[src/rtl/fifo_arb_pkg.sv]
`default_nettype none
// +----------------------------------------------------------------------+
// | fifo_arb_pkg                                                         |
// | Shared constants and state encoding for the FIFO write arbiter.      |
// | Revision: 1.0 - initial release                                      |
// +----------------------------------------------------------------------+
package fifo_arb_pkg;

    localparam int c_DEPTH   = 8;
    localparam int c_AW      = 3;
    // Wide enough for MAX_BURST values up to 15
    localparam int c_BURST_W = 4;

    typedef enum logic [1:0] {
        IDLE   = 2'd0,
        BURST0 = 2'd1,
        BURST1 = 2'd2
    } arb_state_t;

endpackage
`default_nettype wire

[src/rtl/fifo_occ_counter.sv]
`default_nettype none
// +----------------------------------------------------------------------+
// | fifo_occ_counter                                                     |
// | Occupancy register with registered full/empty flags.                 |
// | Revision: 1.0 - initial release                                      |
// +----------------------------------------------------------------------+
module fifo_occ_counter
    import fifo_arb_pkg::*;
#(
    parameter int DEPTH = c_DEPTH,
    parameter int AW    = c_AW
) (
    input  logic          clk,
    input  logic          rst,
    input  logic          inc,
    input  logic          dec,
    output logic [AW:0]   count,
    output logic          full,
    output logic          empty
);

    localparam logic [AW:0] c_FULL_LVL = (AW+1)'(DEPTH);
    localparam logic [AW:0] c_ONE      = (AW+1)'(1);

    logic [AW:0] w_count_next;

    always_comb begin
        w_count_next = count;
        if (inc && !dec)
            w_count_next = count + c_ONE;
        else if (dec && !inc)
            w_count_next = count - c_ONE;
    end

    // Flags track the next value so they line up with the count register
    always_ff @(posedge clk or negedge rst) begin
        if (!rst) begin
            count <= '0;
            full  <= 1'b0;
            empty <= 1'b1;
        end else begin
            count <= w_count_next;
            full  <= (w_count_next == c_FULL_LVL);
            empty <= (w_count_next == '0);
        end
    end

endmodule
`default_nettype wire

[src/rtl/fifo_wr_arbiter.sv]
`default_nettype none
// +----------------------------------------------------------------------+
// | fifo_wr_arbiter                                                      |
// | Round-robin burst arbiter sharing the FIFO write port between two    |
// | producers. Optional statistics counters: define FIFO_ARB_STATS_EN.   |
// | Revision: 1.0 - initial release                                      |
// +----------------------------------------------------------------------+
module fifo_wr_arbiter
    import fifo_arb_pkg::*;
#(
    parameter int DW        = 8,
    parameter int DEPTH     = c_DEPTH,
    parameter int AW        = c_AW,
    parameter int MAX_BURST = 4
) (
    input  logic          clk,
    input  logic          rst,
    input  logic          req0,
    input  logic [DW-1:0] din0,
    input  logic          req1,
    input  logic [DW-1:0] din1,
    input  logic          read_signal,
    output logic          gnt0,
    output logic          gnt1,
    output logic          write_signal,
    output logic [DW-1:0] write_data,
    output logic [AW:0]   count,
    output logic          full,
    output logic          empty
`ifdef FIFO_ARB_STATS_EN
    ,
    output logic [15:0]   wr_cnt0,
    output logic [15:0]   wr_cnt1,
    output logic [15:0]   stall_cnt
`endif
);

    localparam logic [c_BURST_W-1:0] c_MAX_BURST = c_BURST_W'(MAX_BURST);
    localparam logic [c_BURST_W-1:0] c_BURST_ONE = c_BURST_W'(1);
    localparam logic [c_BURST_W-1:0] c_BURST_SAT = '1;

    arb_state_t           r_state;
    logic                 r_last;
    logic [c_BURST_W-1:0] r_burst_cnt;

    arb_state_t           w_state_next;
    logic                 w_last_next;
    logic [c_BURST_W-1:0] w_burst_next;
    logic                 w_gnt0;
    logic                 w_gnt1;
    logic                 w_space;
    logic                 w_dec;

    assign w_dec   = read_signal && !empty;
    assign w_space = !full || w_dec;

    always_comb begin
        w_gnt0       = 1'b0;
        w_gnt1       = 1'b0;
        w_state_next = r_state;
        w_last_next  = r_last;
        w_burst_next = r_burst_cnt;
        case (r_state)
            IDLE: begin
                if (w_space) begin
                    // r_last==1 means producer 1 was served last, so 0 wins a tie
                    if (req0 && (!req1 || r_last)) begin
                        w_gnt0       = 1'b1;
                        w_state_next = BURST0;
                        w_last_next  = 1'b0;
                        w_burst_next = c_BURST_ONE;
                    end else if (req1) begin
                        w_gnt1       = 1'b1;
                        w_state_next = BURST1;
                        w_last_next  = 1'b1;
                        w_burst_next = c_BURST_ONE;
                    end
                end
            end
            BURST0: begin
                if (req0) begin
                    if (w_space) begin
                        if ((r_burst_cnt < c_MAX_BURST) || !req1) begin
                            w_gnt0 = 1'b1;
                            if (r_burst_cnt != c_BURST_SAT)
                                w_burst_next = r_burst_cnt + c_BURST_ONE;
                        end else begin
                            w_gnt1       = 1'b1;
                            w_state_next = BURST1;
                            w_last_next  = 1'b1;
                            w_burst_next = c_BURST_ONE;
                        end
                    end
                end else if (req1 && w_space) begin
                    w_gnt1       = 1'b1;
                    w_state_next = BURST1;
                    w_last_next  = 1'b1;
                    w_burst_next = c_BURST_ONE;
                end else begin
                    w_state_next = IDLE;
                    w_burst_next = '0;
                end
            end
            BURST1: begin
                if (req1) begin
                    if (w_space) begin
                        if ((r_burst_cnt < c_MAX_BURST) || !req0) begin
                            w_gnt1 = 1'b1;
                            if (r_burst_cnt != c_BURST_SAT)
                                w_burst_next = r_burst_cnt + c_BURST_ONE;
                        end else begin
                            w_gnt0       = 1'b1;
                            w_state_next = BURST0;
                            w_last_next  = 1'b0;
                            w_burst_next = c_BURST_ONE;
                        end
                    end
                end else if (req0 && w_space) begin
                    w_gnt0       = 1'b1;
                    w_state_next = BURST0;
                    w_last_next  = 1'b0;
                    w_burst_next = c_BURST_ONE;
                end else begin
                    w_state_next = IDLE;
                    w_burst_next = '0;
                end
            end
            default: begin
                w_state_next = IDLE;
                w_burst_next = '0;
            end
        endcase
    end

    // Grants are masked during reset so nothing is consumed while held
    assign gnt0 = w_gnt0 & rst;
    assign gnt1 = w_gnt1 & rst;

    always_ff @(posedge clk or negedge rst) begin
        if (!rst) begin
            r_state      <= IDLE;
            r_last       <= 1'b1;
            r_burst_cnt  <= '0;
            write_signal <= 1'b0;
            write_data   <= '0;
        end else begin
            r_state      <= w_state_next;
            r_last       <= w_last_next;
            r_burst_cnt  <= w_burst_next;
            write_signal <= w_gnt0 | w_gnt1;
            if (w_gnt0)
                write_data <= din0;
            else if (w_gnt1)
                write_data <= din1;
        end
    end

    fifo_occ_counter #(
        .DEPTH (DEPTH),
        .AW    (AW)
    ) u_occ (
        .clk   (clk),
        .rst   (rst),
        .inc   (w_gnt0 | w_gnt1),
        .dec   (w_dec),
        .count (count),
        .full  (full),
        .empty (empty)
    );

`ifdef FIFO_ARB_STATS_EN
    localparam logic [15:0] c_STAT_MAX = 16'hFFFF;
    localparam logic [15:0] c_STAT_ONE = 16'd1;

    always_ff @(posedge clk or negedge rst) begin
        if (!rst) begin
            wr_cnt0   <= '0;
            wr_cnt1   <= '0;
            stall_cnt <= '0;
        end else begin
            if (w_gnt0 && (wr_cnt0 != c_STAT_MAX))
                wr_cnt0 <= wr_cnt0 + c_STAT_ONE;
            if (w_gnt1 && (wr_cnt1 != c_STAT_MAX))
                wr_cnt1 <= wr_cnt1 + c_STAT_ONE;
            if ((req0 || req1) && !(w_gnt0 || w_gnt1) && (stall_cnt != c_STAT_MAX))
                stall_cnt <= stall_cnt + c_STAT_ONE;
        end
    end
`endif

endmodule
`default_nettype wire
[config.mk]
export PLATFORM = sky130hd
export DESIGN_NAME = fifo_wr_arbiter
export DESIGN_NICKNAME = d
export VERILOG_FILES = /design/src/rtl/fifo_arb_pkg.sv /design/src/rtl/fifo_occ_counter.sv /design/src/rtl/fifo_wr_arbiter.sv
export SDC_FILE = /design/constraint.sdc
export NUM_CORES = 1
export LEC_CHECK = 0
export CORE_MARGIN = 8
export CORE_UTILIZATION = 49
export DETAILED_ROUTE_END_ITERATION = 10
export PLACE_DENSITY = 0.8
export SYNTH_ARGS = -nofsm -noshare
export SYNTH_HDL_FRONTEND = slang
export SYNTH_SLANG_ARGS = --single-unit
[constraint.sdc]
create_clock -name clk -period 2.85 [get_ports clk]
set_input_delay 0.57 -clock clk [delete_from_list [all_inputs] [get_ports clk]]
set_output_delay 0.57 -clock clk [all_outputs]
set_load 0.02 [all_outputs]
==> results.ini, run 1 <==
[sta]
fin_crit_sh_pct=95.5
setup-violations-final=0
worst_pin_slew_ns=0.319
setup_ws_ns=0.127
slew_violations=0
relSlewSlack_pct=78.7
max_freq_mhz=367
rsz0062_at_grt=false
finalHoldViolCount=0
timing.final.crit_period_ns=2.72
skew_ns=0.00615

[setup_path]
worstPathCellList=clkdlybuf4s50_1 -> nor2b_2 -> o221ai_2 -> o211a_1 -> nand2b_1 -> nor2_1 -> clkdlybuf4s15_2
critPathRequiredTime_ns=2.28
cp_max_fo=2
cpPeakStageDelay_ns=0.47
cp.arrival_ns=2.15
r2r-start=r_state[1]
reg2reg_depth=9
end_kind=output pin
reg2reg_slack_ns=0.52
worstReg2RegEnd=u_occ.full
slowest_stage=clkdlybuf4s50_1
cp-start-kind=input port
critPathKind=input port to output pin

[cts]
cts_buffers=3
postCtsSetupBuffers=0
cts_tree=done
cts_buffer_depth=2
clk_pin_slew_worst_paths_ns=0.13
htreeDepth=1
clock-sinks=22
cts-root-buf=clkbuf_4
clock_latency_ns=0.33
postCtsHoldBufs=0

[detailed_routing]
drt_iter0_drc=83
drcViolationCount=0
wirelength_microns=3820
dr.pass1.iters=4
vias=1373
viasPerCell=5.56
drt-wirelength-per-cell_microns=15.5
ant_nets=0

[hold_path]
whs_endpoint=r_last
min_from=r_last
min_path_type=flop to flop
hold-path-cell-count=2

[power_and_ir_drop]
pwr-share-clk_pct=6.9
p_leak_nw=0.925
p_sw_mw=1.02
power_frac_comb_pct=66.6
pwr_density_cell_nw_per_um2=1140
intPower_mw=1.28
swShare_pct=44.2
p_seq_share_pct=26.5
peakVddDrop_mv=0.639

[floorplan]
start_util_pct=50.0
num_io_pins=38
die_h_microns=71.1
core_region_area_sq_um=2980
die_x_microns=71.1
num_rows=20
die-area_sq_um=5060

[layout]
layout_commonest_cell=clkdlybuf4s50_1
drive_gt1_share_pct=16.8
final_area_sq_um=2020
fill_cells=254
synthToLayoutAreaGrowth_pct=35.6
final_nets=243
antennaDiodeCount=0
final_cell_mix=clkdlybuf4s50_1, nor2_1, dfrtp_1, buf_4, a21oi_1

[grt]
grt_use_total_pct=16.4
grt_pass1_vias=1412
antenna_found_initial=0
grt_max_degree=23
grt_overflow=0
grt_pass1_wl_microns=6590

[logic_synthesis]
synth.cell_area_sq_um=1490
synth_warnings=0
synth_cell_types=43
seq_area_frac_synth_pct=37.1
synthesis.nets=191
netlist_instances=163
synth_top_area_cell=dfrtp_1
synth_top_area_share_pct=33.6
avgSynthCellArea_sq_um=9.13
synth.area.top_cells=dfrtp_1, mux2i_1, ha_1, nor2_1, a21oi_1
synth-seq-cells=22

[place]
dp_hpwl_microns=3010
portBuffers=37
detailedPlace.worstSlack_ns=-0.305
placed_cell_area_sq_um=1990
gp_congestion=0.899

[job]
cap_violations=0

[status]
outcome=completed

==> stage by stage <==
| stage | hold WS, ns | power (mW) | std cells | util, % | TNS, ns |
|---|---|---|---|---|---|
| 2_1_floorplan | 0.274 | 1.60 | 163 | - | 0 |
| 3_3_place_gp | 0.468 | 2.11 | 243 | 66.8 | -0.318 |
| 3_5_place_dp | 0.475 | 2.16 | 243 | 66.8 | -0.453 |
| 4_1_cts | 0.493 | 2.31 | 247 | 67.6 | 0 |
| 5_1_grt | 0.518 | 2.49 | 247 | 67.8 | 0 |
| 6_report | 0.494 | 2.30 | 247 | 67.8 | 0 |
==> worst max-delay path, delay by kind of cell <==
family	cells	cell delay (ns)
simple gates	3	0.45
compound gates	2	0.38
buf+inv	2	0.74
==> timing repair <==
item                                    in CTS  in global routing
endpoints found under the setup margin       2                  1
resized for setup                            4                  2
endpoints found under the hold margin        0                  0
==> layer usage <==
layer / up-vias / track usage (%) / wire length [microns]
li1: 680 / - / -
met1: 640 / 18.5 / 1590
met2: 42 / 28.4 / 1960
met3: 11 / 3.53 / 164
met4: 0 / 7.62 / 99
met5: - / 0 / 0
==> final cells by class <==
| class | count | area [sq um] | share of cell area, % |
|---|---|---|---|
| multi-input combinational | 124 | 861 | 42.6 |
| sequential | 22 | 553 | 27.4 |
| tap | 33 | 41.3 | 2.04 |
| inverter | 10 | 37.5 | 1.86 |
| clock buffer | 4 | 26.3 | 1.30 |
| timing repair buffer | 54 | 500 | 24.8 |
==> state kept, by name (all words and copies together), names as in the netlist <==
name,count
r_burst_cnt,4
u_occ.empty,1
u_occ.full,1
u_occ.count,4
write_signal,1
r_last,1
r_state,2
write_data,8
==> cell usage after synthesis <==
cell type,number
o21ai_0,3
xor2_1,1
and3_4,1
buf_4,2
o31ai_1,2
o31ai_4,1
o22a_1,1
nor2b_1,2
nor2_1,20
nor3b_2,1
maj3_2,1
nor3_1,5
a21oi_1,13
and2_4,1
o21ai_1,4
and3_1,1
nand3_1,7
dfrtp_1,20
ha_1,7
o221ai_2,1
a211oi_1,2
clkbuf_2,1
o21ai_2,1
mux2i_1,12
nand3b_1,2
nand2b_1,4
mux2_2,1
inv_1,9
a22oi_1,2
inv_2,1
buf_2,4
o31a_4,1
a41oi_1,1
a21oi_2,1
dfstp_2,2
nand2_1,10
nor4_1,1
a21o_1,4
o211a_1,1
xnor2_1,4
and2_1,1
a31oi_1,3
a2111oi_2,1
==> worst max path at each step <==
stage / from / endpoint / slack (ns) / cells after the start
3_5_place_dp: read_signal / gnt1 / -0.31 / 7
5_1_grt: read_signal / gnt1 / 0.04 / 7
2_1_floorplan: read_signal / gnt1 / 0.46 / 7
3_3_place_gp: read_signal / gnt1 / -0.24 / 7
6_report: read_signal / gnt1 / 0.13 / 7
4_1_cts: read_signal / gnt1 / 0.04 / 7
==> logic make-up (layout without fill, tap and decap cells) <==
group           Yosys count  in the layout  share of synthesized area (%)
flops                    22             22                           37.1
mux                      13             13                           8.82
fa+ha+maj                 8              8                           6.64
xor+xnor                  5              5                           2.94
compound gates           42             42                           20.7
simple gates             56             56                           18.6
buf+inv                  17             68                           5.21
==> power by group through the flow <==
stage	sequential, mW	combinational (mW)	clock (mW)
after floorplan	0.727	0.878	0
after global placement	0.605	1.50	0
after detailed placement	0.615	1.54	0
after CTS	0.610	1.54	0.157
after global routing	0.634	1.68	0.172
final	0.610	1.53	0.159
No activity file was read; power rests on OpenSTA's default activity.
==> inputs of run 2 (changes only) <==
CORE_MARGIN = unset   (was 8)
==> run 2 against run 1 <==
Clock power up 52%. Sequential share of layout area fell by 0.61 points. Clock skew is 0.0030 ns lower. Cell count is 1.2% higher. Register-to-register slack got worse by 0.07 ns. Fmax up 1.7%.
==> results.ini, run 2 (synthesized netlist as in run 1, its figures left out) <==
[status]
outcome=completed

[sta]
worst_pin_slew_ns=0.350  ; +0.0311 ns
relSlewSlack_pct=76.5  ; -2.2 points
timing.final.crit_period_ns=2.68  ; -0.0468 ns
tns_ns=0  ; unchanged
worst_hold_slack_ns=0.496  ; +0.00106 ns
setup-violations-final=0  ; unchanged
skew_ns=0.00314  ; -0.00300 ns
rsz0062_at_grt=false
finalHoldViolCount=0  ; unchanged
slew_violations=0  ; unchanged
max_freq_mhz=374  ; +1.7%
fin_crit_sh_pct=93.9  ; -1.6 points
setup_ws_ns=0.174  ; +0.0468 ns

[detailed_routing]
drcViolationCount=0  ; unchanged
wirelength_microns=3910  ; +2.4%
viasPerCell=5.68  ; +2.1%
drt-wirelength-per-cell_microns=15.6  ; +1.1%
dr.pass1.iters=4  ; unchanged
vias=1419  ; +3.4%
drt_iter0_drc=118  ; +42%
ant_nets=0  ; unchanged

[layout]
synthToLayoutAreaGrowth_pct=38.7
final_cells=250  ; +1.2%
final_area_sq_um=2070  ; +2.3%
reg_top3=write_data (8), r_burst_cnt (4), u_occ.count (4)
drive_gt1_share_pct=19.2  ; +2.4 points
largest_register=write_data
utilization_pct=73.0  ; +5.2 points
largest_register_ffs=8  ; unchanged
layout_commonest_cell=clkdlybuf4s50_1
final_nets=248  ; +2.1%
final_cell_mix=clkdlybuf4s50_1, buf_4, nor2_1, dfrtp_1, a21oi_1
antennaDiodeCount=0  ; unchanged

[power_and_ir_drop]
pwr_density_cell_nw_per_um2=1180  ; +3.7%
peakVddDrop_mv=0.738  ; +15%
p_leak_nw=0.949  ; +2.6%
p_total_mw=2.44  ; +6.1%

[cts]
clk_pin_slew_worst_paths_ns=0.13  ; about the same
postCtsHoldBufs=0  ; unchanged
cts_tree=done
cts_buffer_depth=2  ; unchanged
htreeDepth=1  ; unchanged
clock_latency_ns=0.31  ; -0.02 ns
cts_buffers=3  ; unchanged
cts-root-buf=clkbuf_4
postCtsSetupBuffers=0  ; unchanged
clock-sinks=22  ; unchanged

[place]
gp_congestion=0.959  ; +6.6%
portBuffers=37  ; unchanged
placed_cell_area_sq_um=2020  ; +1.8%
dp_hpwl_microns=3010  ; -0.20%
dpl.cell_count=246  ; +1.2%
detailedPlace.worstSlack_ns=-0.247  ; +0.0582 ns

[floorplan]
die_h_microns=57.1  ; -20%
num_rows=19  ; -5.0%
die-area_sq_um=3260  ; -35%
die_x_microns=57.1  ; -20%
num_io_pins=38  ; unchanged
start_util_pct=52.6  ; +2.6 points
core_region_area_sq_um=2830  ; -5.0%

[grt]
grt_overflow=0  ; unchanged
antenna_found_initial=0  ; unchanged
grt_max_degree=23  ; unchanged
grt_pass1_wl_microns=6540  ; -0.73%
grt_use_total_pct=25.4  ; +9.0 points
grt_pass1_vias=1429  ; +1.2%

[setup_path]
cp_max_fo=17  ; +15
critPathKind=input port to flop
cp-start-kind=input port
end_kind=flop
cp.arrival_ns=2.92  ; +0.77 ns
critPathRequiredTime_ns=3.10  ; +0.82 ns

[job]
cap_violations=0  ; unchanged

[hold_path]
min_path_type=flop to flop

[run 2: changes by cell type in the layout (fill, tap and decap cells not counted)]
cell	change
nor2b_1	+1
dlymetal6s2s_1	-1
clkdlybuf4s50_1	+1
clkdlybuf4s15_2	-1
dlygate4sd2_1	-1
buf_4	+5
bufinv_16	+1
clkbuf_1	-1
clkbuf_2	+2
nor2b_2	-1
[run 2: worst paths after layout]
path | from | endpoint | slack (ns) | depth (start not counted)
max | req1 | u_occ.full | 0.17 | 11
max in group asynchronous | rst | u_occ.empty | 1.92 | 2
max reg2reg | r_state[1] | u_occ.full | 0.45 | 10
min reg2reg | r_last | r_last | 0.50 | 2
min | r_last | r_last | 0.50 | 2
min in group asynchronous | rst | r_state[1] | 0.65 | 2
[run 2: worst max-delay path, cell delays in order]
cell,delay [ns]
clkdlybuf4s50_1,0.52
buf_4,0.17
buf_4,0.11
nand2b_1,0.07
and3_1,0.21
o31ai_4,0.19
buf_4,0.25
o31a_4,0.21
mux2i_1,0.22
xnor2_1,0.19
nor3b_2,0.21
[run 2: power by group]
part,internal [mW],switching (mW)
Clock,0.142,0.0996
Combinational,0.770,0.814
Sequential,0.477,0.136
[run 2: layout make-up]
type | count | area [sq um]
multi-input cells | 124 | 858
fillers | 202 | 763
flip-flops and latches | 22 | 553
repair buffers | 59 | 526
well taps | 31 | 38.8
inverters | 10 | 37.5
clock inverters | 1 | 30.0
clock buffers | 3 | 22.5
[run 2: what timing repair did]
item,4_1_cts,5_1_grt
setup endpoints to repair,2,2
resized for setup,2,4
pin swaps,0,0
[run 2: routing by layer]
| metal | up-vias | wire, microns | global-route usage (%) |
|---|---|---|---|
| met5 | - | 0 | 0 |
| met4 | 0 | 89 | 9.06 |
| met3 | 10 | 121 | 3.17 |
| met2 | 37 | 2020 | 43.5 |
| met1 | 684 | 1680 | 33.0 |
| li1 | 688 | - | - |
